## config.mk

```make
export PLATFORM = sky130hd
export DESIGN_NAME = control_sequencer
export DESIGN_NICKNAME = d
export VERILOG_FILES = /design/src/rtl/sap1_pkg.sv /design/src/rtl/control_sequencer_ring_counter.sv /design/src/rtl/control_sequencer.sv
export SDC_FILE = /design/constraint.sdc
export NUM_CORES = 1
export LEC_CHECK = 0
export ABC_AREA = 1
export CAP_MARGIN = 20
export CELL_PAD_IN_SITES_DETAIL_PLACEMENT = 0
export CELL_PAD_IN_SITES_GLOBAL_PLACEMENT = 1
export CORE_MARGIN = 2
export CORE_UTILIZATION = 26
export CTS_CLUSTER_SIZE = 14
export DETAILED_ROUTE_END_ITERATION = 8
export MAX_ROUTING_LAYER = met4
export PLACE_DENSITY = 0.76
export SLEW_MARGIN = 0
export SYNTH_ARGS = -nofsm -noshare
export SYNTH_HDL_FRONTEND = slang
export SYNTH_SLANG_ARGS = --single-unit
```

## constraint.sdc

```tcl
create_clock -name clk -period 1.2 [get_ports clk]
set_input_delay 0.12 -clock clk [delete_from_list [all_inputs] [get_ports clk]]
set_output_delay 0.12 -clock clk [all_outputs]
set_load 0.01 [all_outputs]
```

## src/rtl/sap1_pkg.sv

```systemverilog
// sap1_pkg: shared SAP-1 opcodes, control-word bit indices, fetch words and T-state encodings.
package sap1_pkg;
    localparam logic [3:0] OP_LDA = 4'h0;
    localparam logic [3:0] OP_ADD = 4'h1;
    localparam logic [3:0] OP_SUB = 4'h2;
    localparam logic [3:0] OP_OUT = 4'hE;
    localparam logic [3:0] OP_HLT = 4'hF;
    localparam int CP     = 11;
    localparam int EP     = 10;
    localparam int LM_BAR = 9;
    localparam int CE_BAR = 8;
    localparam int LI_BAR = 7;
    localparam int EI_BAR = 6;
    localparam int LA_BAR = 5;
    localparam int EA     = 4;
    localparam int SU     = 3;
    localparam int EU     = 2;
    localparam int LB_BAR = 1;
    localparam int LO_BAR = 0;
    localparam logic [11:0] CW_IDLE = 12'h3E3;
    localparam logic [11:0] T1_CW   = 12'h5E3;
    localparam logic [11:0] T2_CW   = 12'hBE3;
    localparam logic [11:0] T3_CW   = 12'h263;
    localparam logic [5:0] T1 = 6'b000001;
    localparam logic [5:0] T2 = 6'b000010;
    localparam logic [5:0] T3 = 6'b000100;
    localparam logic [5:0] T4 = 6'b001000;
    localparam logic [5:0] T5 = 6'b010000;
    localparam logic [5:0] T6 = 6'b100000;
endpackage

```

## src/rtl/control_sequencer_ring_counter.sv

```systemverilog
// ring_counter: 6-bit one-hot T-state ring, falling-edge clocked; hold beats restart beats advance.
module ring_counter
    import sap1_pkg::*;
(
    input  logic       clk,
    input  logic       clr,
    input  logic       hold,
    input  logic       restart,
    output logic [5:0] t_state
);
    logic [5:0] ring_q, ring_d;
    assign ring_d  = hold ? ring_q : restart ? T1 : {ring_q[4:0], ring_q[5]};
    assign t_state = ring_q;
    always_ff @(negedge clk or posedge clr) begin
        if (clr) ring_q <= T1;
        else     ring_q <= ring_d;
    end
endmodule

```

## src/rtl/control_sequencer.sv

```systemverilog
// control_sequencer: SAP-1 T-state sequencer and opcode decoder with halt latch.
// Build option VAR_CYCLE_EN shortens OUT/NOP/illegal to four T-states and LDA to five.
module control_sequencer
    import sap1_pkg::*;
(
    input  logic        clk,
    input  logic        clr,
    input  logic [3:0]  opcode,
    output logic [11:0] con,
    output logic [5:0]  t_state,
    output logic        hlt,
    output logic        illegal
);
    logic        halted_q, halted_d;
    logic        t4, t5, known, restart;
    logic [11:0] exec_cw;
    assign t4    = t_state == T4;
    assign t5    = t_state == T5;
    assign known = opcode inside {OP_LDA, OP_ADD, OP_SUB, OP_OUT, OP_HLT};
    always_comb begin
        exec_cw = CW_IDLE;
        case (opcode)
            OP_LDA:  exec_cw = t4 ? 12'h1A3 : t5 ? 12'h2C3 : CW_IDLE;
            OP_ADD:  exec_cw = t4 ? 12'h1A3 : t5 ? 12'h2E1 : 12'h3C7;
            OP_SUB:  exec_cw = t4 ? 12'h1A3 : t5 ? 12'h2E1 : 12'h3CF;
            OP_OUT:  exec_cw = t4 ? 12'h3F2 : CW_IDLE;
            default: exec_cw = CW_IDLE;
        endcase
    end
    // Once halted, the frozen T4 must ignore whatever opcode the IR now shows.
    assign con = halted_q ? CW_IDLE :
                 t_state == T1 ? T1_CW :
                 t_state == T2 ? T2_CW :
                 t_state == T3 ? T3_CW : exec_cw;
    assign hlt      = halted_q | (t4 & opcode == OP_HLT);
    assign illegal  = ~halted_q & t4 & ~known;
    assign halted_d = hlt;
`ifdef VAR_CYCLE_EN
    assign restart = (t4 & (opcode == OP_OUT | ~known)) | (t5 & opcode == OP_LDA);
`else
    assign restart = 1'b0;
`endif
    always_ff @(negedge clk or posedge clr) begin
        if (clr) halted_q <= 1'b0;
        else     halted_q <= halted_d;
    end
    ring_counter u_ring (
        .clk     (clk),
        .clr     (clr),
        .hold    (hlt),
        .restart (restart),
        .t_state (t_state)
    );
endmodule

```

==> impl_metrics.json <==
{
  "status": "complete, but fails checks",
  "violations": "negative setup slack",
  "layoutNonFillerInstCount": 210,
  "max-clock-path-buffers": 2,
  "syn-instance-count": 103,
  "grt_pass1_vias": 942,
  "required_ns": 1.08,
  "start_kind": "flop",
  "dp.final_hpwl_mm": 1.67,
  "setup_ws_ns": -1.09,
  "root_buffer": "clkbuf_4",
  "synth_area_sq_um": 678,
  "final_cell_area_sq_um": 1490,
  "dpl.cell_count": 188,
  "final_nets": 187,
  "drtPass1Iterations": 4,
  "clkLatencyLatePin_ns": 0.30,
  "chipWidth_um": 55.1,
  "ys_ff_latch": 7,
  "drt_iter0_drc": 9,
  "p_leak_nw": 0.762,
  "setup.worst_path.start": "u_ring.t_state[0]",
  "synth_top_area_cell": "dfrtn_1",
  "cts.sinks": 7,
  "rsz0062_at_grt": "true",
  "ctsHoldBuffers": 0,
  "cp-endpoint": "con[3]",
  "slew_violations": 0,
  "diodes": 0,
  "critPathKind": "flop to output pin",
  "gp_congestion": 0.753,
  "boundaryPins": 26,
  "drive_gt1_share_pct": 65.0,
  "track_usage_pct": 18.0,
  "ir_worst_vdd_mv": 0.672,
  "vias": 938,
  "path_clk_slew_ns": 0.04,
  "viasPerCell": 4.47,
  "start_util_pct": 27.4,
  "drc_errors": 0,
  "cts_tree": "built",
  "die-area_sq_um": 3030,
  "reg2reg_slack_ns": -0.36,
  "holdCritPathClass": "flop to flop",
  "synth_cell_type_count": 21,
  "dpl_cell_area_sq_um": 1260,
  "synthDominantCellAreaShare_pct": 22.1,
  "fin_hold_ws_ns": 0.656,
  "antenna_found_initial": 0,
  "relSlewSlack_pct": 84.2,
  "synthToLayoutAreaGrowth_pct": 120,
  "grt-ovfl-total": 0,
  "end_kind": "output pin",
  "cts_buffers": 3,
  "fill_cells": 243,
  "r2r-end": "u_ring.t_state[4]",
  "yosysWarnings": 0,
  "p_per_area_nw_per_um2": 369,
  "fp.dieH_um": 55.1,
  "h-tree-depth": 1,
  "worst_pin_slew_ns": 0.236,
  "critPathArrivalTime_ns": 2.17,
  "row_count": 18,
  "io_buffers": 25,
  "reg2reg_from": "u_ring.t_state[3]",
  "synthTopCellsByArea": "dfrtn_1 22%, nand2_1 17%, nand3_1 8.9%",
  "hold_viol_final": 0,
  "drv_cap": 0,
  "ant_nets": 0,
  "setup_viol": 27,
  "wirelength_mm": 2.38,
  "grt_max_degree": 8,
  "clock_skew_ns": 0.0472,
  "core_region_area_sq_um": 2480,
  "syn_avg_cell_area_sq_um": 6.58,
  "reg2regPathDepth": 10,
  "seq_area_frac_synth_pct": 26.0,
  "grt_pass1_wl_mm": 3.86,
  "cp_max_fo": 4,
  "wl_per_cell_um": 11.3,
  "syn_nets": 109
}
[repair_timing]
| action | CTS | global route |
|---|---|---|
| setup endpoints to repair | 27 | 27 |
| pin swaps | 20 | 5 |
| endpoints found under the hold margin | 0 | 0 |
| setup buffers | 16 | 8 |
| gates resized for setup | 118 | 16 |
[power breakdown]
group | switching (mW) | internal, mW
Clock | 0.0928 | 0.123
Sequential | 0 | 0.238
Combinational | 0.0487 | 0.0486
Total | 0.141 | 0.409
[synth_stat cells]
| cell | instances |
|---|---|
| nor2_4 | 3 |
| nor4_2 | 1 |
| clkbuf_1 | 1 |
| nand4_4 | 1 |
| nand4_1 | 2 |
| nand2_1 | 31 |
| dfstp_2 | 1 |
| inv_2 | 2 |
| inv_1 | 15 |
| or2_1 | 1 |
| nor2_1 | 12 |
| nand3_2 | 4 |
| nor3_2 | 1 |
| dfrtn_1 | 6 |
| o21ai_0 | 3 |
| nand2_2 | 1 |
| o2111ai_1 | 1 |
| nand3_1 | 12 |
| nor2_2 | 3 |
| nand2_4 | 1 |
| nor3_4 | 1 |
[cell usage in the layout, fill, tap and decap left out, types with 5 or more instances in the layout]
master	synthesis	routed
buf_2	0	11
buf_4	0	36
buf_6	0	21
dfrtn_1	6	6
inv_1	15	13
nand2_1	31	25
nand2_2	1	7
nand3_1	12	5
nand3_2	4	8
nor2_1	12	7
nor2_2	3	5
nor2_4	3	6
[registers in the layout, indices dropped and copies added, names as in the netlist]
| register | count |
|---|---|
| u_ring.t_state | 6 |
| halted_q | 1 |
[worst max-delay path: stages, from the launching register on]
cell and delay [ns]:
dfstp_2 0.57, nor2_2 0.07, nand3_4 0.07, nand2_1 0.06, nor2_1 0.09, nand2_1 0.08
buf_4 0.14, nor2_2 0.06, buf_2 0.13
[worst min path at each step]
| stage | startpoint | depth (start not counted) | endpoint | slack [ns] |
|---|---|---|---|---|
| floorplan | clr | 1 | halted_q | 0.41 |
| global placement | u_ring.t_state[5] | 3 | u_ring.t_state[5] | 0.62 |
| detailed placement | u_ring.t_state[0] | 3 | u_ring.t_state[0] | 0.62 |
| CTS | u_ring.t_state[5] | 3 | u_ring.t_state[0] | 0.60 |
| global route | u_ring.t_state[5] | 3 | u_ring.t_state[5] | 0.68 |
| finish | u_ring.t_state[5] | 3 | u_ring.t_state[5] | 0.66 |
[metrics by stage]
stage	total power, mW	TNS (ns)	setup slack (ns)	utilization (%)
after global routing	0.586	-22.11	-1.21	60.3
after global placement	0.345	-25.70	-1.14	51.0
final	0.551	-20.01	-1.09	60.3
after detailed placement	0.345	-26.11	-1.17	51.0
after CTS	0.550	-20.23	-1.09	58.2
after floorplan	0.288	-10.70	-0.722	-
[area by class of cell]
type | count | area [sq um] | area share [%]
multi-input cells | 78 | 556 | 37.2
well taps | 30 | 37.5 | 2.51
flip-flops and latches | 7 | 176 | 11.8
inverters | 16 | 77.6 | 5.20
repair buffers | 74 | 616 | 41.2
clock inverters | 2 | 7.51 | 0.503
clock buffers | 3 | 22.5 | 1.51
[routing by layer]
metal	GRT usage (%)	part of all wire, %	vias to the layer above
li1	-	-	479
met1	17.2	36	432
met2	37.9	59	25
met3	2.42	4.8	2
met4	2.44	0.25	0
met5	-	0	-
[cells by family (layout without fill, tap and decap cells)]
kind of cell / Yosys count / after routing / share of synthesized area (%)
compound gates: 4 / 4 / 3.51
flops: 7 / 7 / 26.0
buf+inv: 18 / 95 / 9.96
simple gates: 74 / 74 / 60.5
Power figures use the tool's default switching activity.
